**config.mk**
```make
export PLATFORM = sky130hd
export DESIGN_NAME = vga_timing_gen_flat
export DESIGN_NICKNAME = d
export VERILOG_FILES = /design/src/rtl/vga_timing_if.sv /design/src/rtl/vga_timing_gen.sv /design/src/flat_wrapper.sv
export SDC_FILE = /design/constraint.sdc
export NUM_CORES = 1
export LEC_CHECK = 0
export CAP_MARGIN = 20
export CORE_ASPECT_RATIO = 1.4
export CORE_UTILIZATION = 50
export CTS_BUF_LIST = sky130_fd_sc_hd__clkbuf_4 sky130_fd_sc_hd__clkbuf_8
export DETAILED_ROUTE_END_ITERATION = 8
export PLACE_DENSITY = 0.8
export SYNTH_ARGS = -nofsm -noshare
export SYNTH_HDL_FRONTEND = slang
export SYNTH_SLANG_ARGS = --single-unit
export TNS_END_PERCENT = 20
```
**constraint.sdc**
```tcl
create_clock -name clk -period 4.8 [get_ports clk]
set_clock_uncertainty 0.05 [all_clocks]
set_input_delay 0.96 -clock clk [delete_from_list [all_inputs] [get_ports clk]]
set_output_delay 0.96 -clock clk [all_outputs]
set_load 0.05 [all_outputs]
```
**src/rtl/vga_timing_if.sv**
```systemverilog
// Pixel-domain signal bundle between the VGA timing generator and its consumer.
// The generator side takes the pixel clock enable and drives sync, counters and pulses.
interface vga_timing_if #(
  parameter int unsigned CW = 10
);
  logic          ce;
  logic          vga_h_sync;
  logic          vga_v_sync;
  logic          inDisplayArea;
  logic [CW-1:0] CounterX;
  logic [CW-1:0] CounterY;
  logic          line_start;
  logic          frame_start;

  modport master (
    input  ce,
    output vga_h_sync, vga_v_sync, inDisplayArea,
    output CounterX, CounterY, line_start, frame_start
  );

  modport slave (
    output ce,
    input  vga_h_sync, vga_v_sync, inDisplayArea,
    input  CounterX, CounterY, line_start, frame_start
  );
endinterface

```
**src/rtl/vga_timing_gen.sv**
```systemverilog
// Parameterised VGA raster timing: pixel/line counters with registered syncs,
// visible-area flag and one-clock line/frame start pulses, advanced by a pixel enable.
module vga_timing_gen #(
  parameter int unsigned H_VISIBLE = 640,
  parameter int unsigned H_FRONT   = 16,
  parameter int unsigned H_SYNC    = 96,
  parameter int unsigned H_BACK    = 48,
  parameter int unsigned V_VISIBLE = 480,
  parameter int unsigned V_FRONT   = 10,
  parameter int unsigned V_SYNC    = 2,
  parameter int unsigned V_BACK    = 33,
  parameter bit          H_POL     = 1'b0,
  parameter bit          V_POL     = 1'b0,
  parameter int unsigned CW        = 10
) (
  input logic        clk,
  input logic        rst,
  vga_timing_if.master vga
);

  localparam int unsigned     H_TOTAL   = H_VISIBLE + H_FRONT + H_SYNC + H_BACK;
  localparam int unsigned     V_TOTAL   = V_VISIBLE + V_FRONT + V_SYNC + V_BACK;
  localparam longint unsigned CNT_RANGE = 64'd1 << CW;

  if ((64'(H_TOTAL) > CNT_RANGE) || (64'(V_TOTAL) > CNT_RANGE)) begin : g_range_err
    $error("vga_timing_gen: H_TOTAL or V_TOTAL does not fit in CW bits");
  end

  if ((H_VISIBLE == 0) || (H_FRONT == 0) || (H_SYNC == 0) || (H_BACK == 0) ||
      (V_VISIBLE == 0) || (V_FRONT == 0) || (V_SYNC == 0) || (V_BACK == 0)) begin : g_zero_err
    $error("vga_timing_gen: timing parameters must be non-zero");
  end

  // Decode boundaries; every end value is below H_TOTAL/V_TOTAL, so it fits in CW bits.
  localparam logic [CW-1:0] H_LAST       = CW'(H_TOTAL - 1);
  localparam logic [CW-1:0] H_VIS_END    = CW'(H_VISIBLE);
  localparam logic [CW-1:0] H_SYNC_START = CW'(H_VISIBLE + H_FRONT);
  localparam logic [CW-1:0] H_SYNC_END   = CW'(H_VISIBLE + H_FRONT + H_SYNC);
  localparam logic [CW-1:0] V_LAST       = CW'(V_TOTAL - 1);
  localparam logic [CW-1:0] V_VIS_END    = CW'(V_VISIBLE);
  localparam logic [CW-1:0] V_SYNC_START = CW'(V_VISIBLE + V_FRONT);
  localparam logic [CW-1:0] V_SYNC_END   = CW'(V_VISIBLE + V_FRONT + V_SYNC);

  logic [CW-1:0] cnt_x_q, cnt_x_d;
  logic [CW-1:0] cnt_y_q, cnt_y_d;
  logic          h_sync_q, h_sync_d;
  logic          v_sync_q, v_sync_d;
  logic          disp_q, disp_d;
  logic          line_start_q, line_start_d;
  logic          frame_start_q, frame_start_d;
  logic          x_wrap, y_wrap;

  // Next-state: everything holds unless ce; start pulses clear on every edge.
  always_comb begin
    cnt_x_d       = cnt_x_q;
    cnt_y_d       = cnt_y_q;
    h_sync_d      = h_sync_q;
    v_sync_d      = v_sync_q;
    disp_d        = disp_q;
    line_start_d  = 1'b0;
    frame_start_d = 1'b0;
    x_wrap        = (cnt_x_q == H_LAST);
    y_wrap        = (cnt_y_q == V_LAST);

    if (vga.ce) begin
      cnt_x_d = x_wrap ? '0 : cnt_x_q + CW'(1);
      if (x_wrap) begin
        cnt_y_d = y_wrap ? '0 : cnt_y_q + CW'(1);
      end
      h_sync_d      = ((cnt_x_q >= H_SYNC_START) && (cnt_x_q < H_SYNC_END)) ? H_POL : ~H_POL;
      v_sync_d      = ((cnt_y_q >= V_SYNC_START) && (cnt_y_q < V_SYNC_END)) ? V_POL : ~V_POL;
      disp_d        = (cnt_x_q < H_VIS_END) && (cnt_y_q < V_VIS_END);
      line_start_d  = x_wrap;
      frame_start_d = x_wrap && y_wrap;
    end
  end

  always_ff @(posedge clk or posedge rst) begin
    if (rst) begin
      cnt_x_q       <= '0;
      cnt_y_q       <= '0;
      h_sync_q      <= ~H_POL;
      v_sync_q      <= ~V_POL;
      disp_q        <= 1'b0;
      line_start_q  <= 1'b0;
      frame_start_q <= 1'b0;
    end else begin
      cnt_x_q       <= cnt_x_d;
      cnt_y_q       <= cnt_y_d;
      h_sync_q      <= h_sync_d;
      v_sync_q      <= v_sync_d;
      disp_q        <= disp_d;
      line_start_q  <= line_start_d;
      frame_start_q <= frame_start_d;
    end
  end

  assign vga.CounterX      = cnt_x_q;
  assign vga.CounterY      = cnt_y_q;
  assign vga.vga_h_sync    = h_sync_q;
  assign vga.vga_v_sync    = v_sync_q;
  assign vga.inDisplayArea = disp_q;
  assign vga.line_start    = line_start_q;
  assign vga.frame_start   = frame_start_q;

endmodule
```
**src/flat_wrapper.sv**
```systemverilog
// flat-port wrapper written by rule: the top's interface ports become plain ports
module vga_timing_gen_flat 
#(
  parameter int unsigned H_VISIBLE = 640,
  parameter int unsigned H_FRONT   = 16,
  parameter int unsigned H_SYNC    = 96,
  parameter int unsigned H_BACK    = 48,
  parameter int unsigned V_VISIBLE = 480,
  parameter int unsigned V_FRONT   = 10,
  parameter int unsigned V_SYNC    = 2,
  parameter int unsigned V_BACK    = 33,
  parameter bit          H_POL     = 1'b0,
  parameter bit          V_POL     = 1'b0,
  parameter int unsigned CW        = 10
)
  (clk, rst, vga_ce, vga_vga_h_sync, vga_vga_v_sync, vga_inDisplayArea, vga_CounterX, vga_CounterY, vga_line_start, vga_frame_start);
  vga_timing_if #(.CW(CW)) vga_i ();
  input logic clk;
  input logic rst;
  input wire logic [$bits(vga_i.ce)-1:0] vga_ce;
  output wire logic [$bits(vga_i.vga_h_sync)-1:0] vga_vga_h_sync;
  output wire logic [$bits(vga_i.vga_v_sync)-1:0] vga_vga_v_sync;
  output wire logic [$bits(vga_i.inDisplayArea)-1:0] vga_inDisplayArea;
  output wire logic [$bits(vga_i.CounterX)-1:0] vga_CounterX;
  output wire logic [$bits(vga_i.CounterY)-1:0] vga_CounterY;
  output wire logic [$bits(vga_i.line_start)-1:0] vga_line_start;
  output wire logic [$bits(vga_i.frame_start)-1:0] vga_frame_start;
  assign vga_i.ce = vga_ce;
  assign vga_vga_h_sync = vga_i.vga_h_sync;
  assign vga_vga_v_sync = vga_i.vga_v_sync;
  assign vga_inDisplayArea = vga_i.inDisplayArea;
  assign vga_CounterX = vga_i.CounterX;
  assign vga_CounterY = vga_i.CounterY;
  assign vga_line_start = vga_i.line_start;
  assign vga_frame_start = vga_i.frame_start;
  vga_timing_gen #(.H_VISIBLE(H_VISIBLE), .H_FRONT(H_FRONT), .H_SYNC(H_SYNC), .H_BACK(H_BACK), .V_VISIBLE(V_VISIBLE), .V_FRONT(V_FRONT), .V_SYNC(V_SYNC), .V_BACK(V_BACK), .H_POL(H_POL), .V_POL(V_POL), .CW(CW)) u_core (.clk(clk), .rst(rst), .vga(vga_i));
endmodule
```
==> flow_summary.toml, run 1 <==
[clocking]
cts_setup_buffers = 0
clockBufferDepth = 2
clock_tree.root_cell = "clkbuf_4"
clock_latency_ns = 0.32
cts_htree_levels = 1
numCtsBuffers = 3
clk_pin_slew_ns = 0.14
ctsResizeCount = 0
cts_tree = "built"
cts_hold_buf = 0
cts.sinks = 25

[hold_path]
hp-class = "flip-flop to flip-flop"

[synthesis]
synth_common_cells = "23 x dfrtp_1, 10 x nand2_1, 10 x nand3_1, 10 x xnor2_1"
synth_top_area_frac = 0.4299
ys_top_cells_by_area = "dfrtp_1 43%, xnor2_1 6.5%, dfstp_2 3.9%, ha_1 3.7%, nand3_1 3.7%"
synthCells = 125
synth_cell_type_count = 37
synth_nets = 132
synth_seq_cells = 25
synth.most_common_cell = "dfrtp_1"
syn-cell-area_sq_mm = 0.001339
synth-edff-count = 0
async_reset_ff_frac = 1.000
avgSynthCellArea_sq_um = 10.71
yosysSeqAreaShare = 0.4692
yosysWarnings = 0
synth_flop_cell = "dfrtp_1"
synth_top_area_cell = "dfrtp_1"

[timing]
slew_violations = 0
worstMarginPinSlew_ns = 0.4995
slew_headroom = 0.6660
finalCritPeriodShare = 0.5707
grt_setup_unrepaired = "false"
period_minus_slack_ns = 2.740
final_hold_viol_count = 0
timing.fmax_mhz = 365.0
tns_ns = 0
final-setup-viol-count = 0

[power]
leakage_nw = 0.7717
power_mw = 0.6048
p_per_area_mw_per_mm2 = 360.7
peakVddDrop_mv = 0.3609

[global_route]
antenna_found_initial = 0
grt_use_total = 0.2108
grt_remaining_overflow = 0
grt_pass1_wl_um = 4512
grt_max_degree = 26
grt_pass1_vias = 1014

[setup_path]
cpMaxStageDelayCell = "clkdlybuf4s50_1"
critPathRequiredTime_ns = 3.79
cp-end-kind = "output pin"
crit_buf_inv = 1
crit_chain = "clkdlybuf4s50_1"
start_kind = "flip-flop"
cp_data_arrival_time_ns = 1.73
cp_max_fo = 8
critPathKind = "flip-flop to output pin"
cp_top_family = "buffers and inverters"
cpPeakStageDelay_ns = 0.87

[die]
dieArea_sq_mm = 0.002891
ios = 28
die_w_um = 45.73
core_sq_mm = 0.002470
num_rows = 21
die_h_um = 63.23
start_util = 0.5420

[detailed_routing]
drc = 0
drt-initial-drc-count = 15
via_per_inst = 5.537
wl_per_cell_um = 14.10
routed-via-count = 1041
ant_nets = 0
first_pass_iters = 4
drt_wl_total_um = 2650

[placement]
numPortBuffers = 27
finalWeightedCongestion = 0.8174
dp_hpwl_um = 2031
place_area_sq_mm = 0.001632

[outcome]
outcome = "complete, no violations"

[layout]
fin_area_sq_mm = 0.001677
drive_above_1_share = 0.1104
n_antenna_cell = 0
nNetsFinal = 162
area_growth_pct = 25.23

[flow_run]
cap_violations = 0
[stage by stage]
stage / setup WS (ns) / hold slack [ns] / utilization / instances
6_report: 2.060 / 0.4548 / 0.6788 / 188
5_1_grt: 1.986 / 0.4666 / 0.6788 / 188
4_1_cts: 2.054 / 0.4538 / 0.6727 / 187
3_5_place_dp: 1.928 / 0.4305 / 0.6606 / 183
3_3_place_gp: 1.991 / 0.4354 / 0.6606 / 183
2_1_floorplan: 2.830 / 0.5425 / - / 125
[cells in the final DEF (no fill, tap or decap), drive strengths merged, types with 2 or more instances in the layout]
cell type      count
inv                8
clkdlybuf4s50     27
nor4               5
nor3               8
nand3             10
nor2               9
dfstp              2
and4               2
and3               2
ha                 4
clkbuf             4
o21ai              7
nand2             10
dfrtp             23
xnor2             10
nand4              4
nand4b             3
xor2               3
[worst register-to-register path, delay by kind of cell, from the launching register on]
| family | cells | cell delay [ns] |
|---|---|---|
| AO/OA/AOI/OAI | 1 | 0.17 |
| adder cells (fa/ha/maj) | 1 | 0.25 |
| flip-flops | 1 | 0.45 |
| multiplexers | 1 | 0.06 |
| AND/OR/NAND/NOR | 2 | 0.67 |
[path summary, 6_finish.rpt]
path | start | end | slack (ns) | cells after the start
min | u_core.vga.vga_h_sync$_DFFE_PP1P_ | u_core.vga.vga_h_sync$_DFFE_PP1P_ | 0.45 | 2
min reg2reg | u_core.vga.vga_h_sync$_DFFE_PP1P_ | u_core.vga.vga_h_sync$_DFFE_PP1P_ | 0.45 | 2
max reg2reg | u_core.vga.CounterX[0]$_DFFE_PP0P_ | u_core.vga.CounterX[9]$_DFFE_PP0P_ | 3.03 | 5
max in group asynchronous | rst | u_core.vga.vga_h_sync$_DFFE_PP1P_ | 3.29 | 3
min in group asynchronous | rst | u_core.vga.CounterY[7]$_DFFE_PP0P_ | 0.88 | 2
max | u_core.vga.CounterX[8]$_DFFE_PP0P_ | vga_CounterX[8] | 2.06 | 1
[per-layer routing]
layer	GRT usage	vias up	share of wire
met5	0	-	0
met4	0.09926	0	0.018
met3	0.03152	6	0.041
met2	0.3571	33	0.54
met1	0.2486	500	0.40
li1	-	502	-
[kinds of logic after synthesis]
kind of cell,synth area share
AND/OR/NAND/NOR,0.3056
multiplexers,0.007477
buffers and inverters,0.03738
XOR/XNOR,0.08505
AO/OA/AOI/OAI,0.05795
flip-flops,0.4692
adder cells (fa/ha/maj),0.03738
[registers in the layout (all words and copies together), names as in the netlist]
name	count
u_core.vga.line_start	1
u_core.vga.inDisplayArea	1
u_core.vga.frame_start	1
u_core.vga.vga_v_sync	1
u_core.vga.vga_h_sync	1
u_core.vga.CounterY	10
u_core.vga.CounterX	10
[final cells by class]
cell class              count  area, sq um
repair buffers             28        285.3
clock buffers               4        30.03
fillers                   218        793.3
well taps                  34        42.54
flip-flops and latches     25        628.1
inverters                   8        30.03
multi-input cells          89        660.6
[power breakdown]
part	internal [mW]	switching (mW)	total [mW]
clock	0.0381	0.0629	0.101
sequential	0.234	0.0437	0.278
combinational	0.0729	0.153	0.226
Power figures use the tool's default switching activity.
==> run 2: changes to the inputs <==
--- a/config.mk
+++ b/config.mk
@@ -7,10 +7,10 @@
 export LEC_CHECK = 0
 export CAP_MARGIN = 20
 export CORE_ASPECT_RATIO = 1.4
-export CORE_UTILIZATION = 50
+export CORE_UTILIZATION = 47
 export CTS_BUF_LIST = sky130_fd_sc_hd__clkbuf_4 sky130_fd_sc_hd__clkbuf_8
 export DETAILED_ROUTE_END_ITERATION = 8
-export PLACE_DENSITY = 0.8
+export PLACE_DENSITY = 0.79
 export SYNTH_ARGS = -nofsm -noshare
 export SYNTH_HDL_FRONTEND = slang
 export SYNTH_SLANG_ARGS = --single-unit
==> constraint.sdc (replaced) <==
create_clock -name clk -period 2.5 [get_ports clk]
set_clock_uncertainty 0.05 [all_clocks]
set_input_delay 0.5 -clock clk [delete_from_list [all_inputs] [get_ports clk]]
set_output_delay 0.5 -clock clk [all_outputs]
set_load 0.05 [all_outputs]
==> run 2 against run 1 <==
Against the previous run: critical path depth unchanged; non-clock buffer count rose by 1; sequential power up 90%; clock power up 88%; register-to-register slack got worse by 2.3 ns; global-route usage shrank 0.63 points; final cell count rose by 1.6%; power increased by 90%; worst hold slack got worse by 0.0038 ns.
==> flow_summary.toml, run 2 (synthesis results as in run 1) <==
[layout]
area_growth_pct = 25.42
n_antenna_cell = 0
layout_common_cells = "27 x clkdlybuf4s50_1, 23 x dfrtp_1, 10 x nand3_1, 10 x xnor2_1, 10 x nand2_1"
nNetsFinal = 163
drive_above_1_share = 0.1161
final_common_cell = "clkdlybuf4s50_1"
fin_cells = 191

[clocking]
cts_setup_buffers = 0
cts_htree_levels = 1
clock_tree.root_cell = "clkbuf_4"
clockBufferDepth = 2
cts_tree = "built"
cts_hold_buf = 0
clock_latency_ns = 0.31
numCtsBuffers = 3
clk_pin_slew_ns = 0.13
cts.sinks = 25
ctsResizeCount = 0

[setup_path]
critPathRequiredTime_ns = 1.95
start_kind = "flip-flop"
cp_max_fo = 8
cp.depth = 1
crit_chain = "clkdlybuf4s50_1"
cp-end-kind = "output pin"
cp_top_family = "buffers and inverters"
cpPeakStageDelay_ns = 0.87
reg2reg_depth = 6
crit_buf_inv = 1
cp_data_arrival_time_ns = 1.73
cpMaxStageDelayCell = "clkdlybuf4s50_1"
critPathKind = "flip-flop to output pin"

[die]
num_rows = 22
dieArea_sq_mm = 0.003069
ios = 28
die_w_um = 47.11
die_h_um = 65.15
start_util = 0.5014
core_sq_mm = 0.002670

[hold_path]
hp-class = "flip-flop to flip-flop"
whs_path_depth = 2

[timing]
period_minus_slack_ns = 2.275
timing.fmax_mhz = 439.5
grt_setup_unrepaired = "false"
tns_ns = 0
final-setup-viol-count = 0
worstMarginPinSlew_ns = 0.5022
slew_headroom = 0.6642
final_hold_viol_count = 0
slew_violations = 0
finalCritPeriodShare = 0.9102

[outcome]
outcome = "complete, no violations"

[detailed_routing]
drt_wl_total_um = 2708
ant_nets = 0
wl_per_cell_um = 14.18
first_pass_iters = 5
routed-via-count = 1075
drc = 0
drt-initial-drc-count = 35
via_per_inst = 5.628

[placement]
finalWeightedCongestion = 0.8178
numPortBuffers = 27
dp_hpwl_um = 2063
dp_cells = 187

[global_route]
grt_use_total = 0.2045
grt_pass1_vias = 1051
grt_max_degree = 26
grt_remaining_overflow = 0
antenna_found_initial = 0
grt_pass1_wl_um = 4547

[flow_run]
cap_violations = 0

[power]
leakage_nw = 0.7739
power_mw = 1.152
peakVddDrop_mv = 0.5671
p_per_area_mw_per_mm2 = 685.8
## run 2: cell types whose count changed in the layout (fill, tap and decap cells not counted)
cell,change
buf_4,+2
buf_8,-1
## run 2: worst paths after layout
kind / startpoint / endpoint / slack (ns)
setup / recovery: u_core.vga.CounterX[8]$_DFFE_PP0P_ / vga_CounterX[8] / 0.22
hold / removal: u_core.vga.vga_v_sync$_DFFE_PP1P_ / u_core.vga.vga_v_sync$_DFFE_PP1P_ / 0.45
setup reg to reg: u_core.vga.CounterY[0]$_DFFE_PP0P_ / u_core.vga.CounterY[9]$_DFFE_PP0P_ / 0.70
hold reg to reg: u_core.vga.vga_v_sync$_DFFE_PP1P_ / u_core.vga.vga_v_sync$_DFFE_PP1P_ / 0.45
max in group asynchronous: rst / u_core.vga.vga_h_sync$_DFFE_PP1P_ / 1.65
min in group asynchronous: rst / u_core.vga.CounterY[5]$_DFFE_PP0P_ / 0.46
## run 2: per-layer routing
| metal | vias to the layer above | GRT usage | wire (um) |
|---|---|---|---|
| li1 | 501 | - | - |
| met1 | 533 | 0.2527 | 1127 |
| met2 | 29 | 0.3438 | 1424 |
| met3 | 12 | 0.02473 | 82 |
| met4 | 0 | 0.08929 | 74 |
| met5 | - | 0 | 0 |
## run 2: final cells by class
class	instances	area [sq um]
Clock buffer	4	30.03
Fill cell	245	991.0
Inverter	8	30.03
Multi-Input combinational cell	89	660.6
Sequential cell	25	628.1
Tap cell	36	45.04
Timing Repair Buffer	29	285.3
## run 2: metrics by stage
| stage | util | cell area [sq um] | hold slack [ns] | setup slack, ns |
|---|---|---|---|---|
| 3_5_place_dp | 0.6176 | 1649 | 0.4305 | 0.3954 |
| 2_1_floorplan | - | 1339 | 0.4758 | 0.5302 |
| 6_report | 0.6289 | 1679 | 0.4510 | 0.2246 |
| 4_1_cts | 0.6289 | 1679 | 0.4516 | 0.2211 |
| 5_1_grt | 0.6289 | 1679 | 0.4889 | 0.1680 |
| 3_3_place_gp | 0.6176 | 1649 | 0.4319 | 0.4857 |
## run 2: where the power goes
part / total [mW] / switching [mW] / internal [mW] / leakage (nW)
sequential: 0.529 / 0.0790 / 0.450 / 0.316
clock: 0.190 / 0.116 / 0.0732 / 0.0184
combinational: 0.433 / 0.293 / 0.140 / 0.440
total: 1.15 / 0.489 / 0.663 / 0.774
==> run 3: changes to the inputs <==
--- a/config.mk
+++ b/config.mk
@@ -11,6 +11,7 @@
 export CTS_BUF_LIST = sky130_fd_sc_hd__clkbuf_4 sky130_fd_sc_hd__clkbuf_8
 export DETAILED_ROUTE_END_ITERATION = 8
 export PLACE_DENSITY = 0.79
+export SKIP_LAST_GASP = 1
 export SYNTH_ARGS = -nofsm -noshare
 export SYNTH_HDL_FRONTEND = slang
 export SYNTH_SLANG_ARGS = --single-unit
==> results of run 3 <==
Final layout, timing and power as in run 2 (identical DEF).
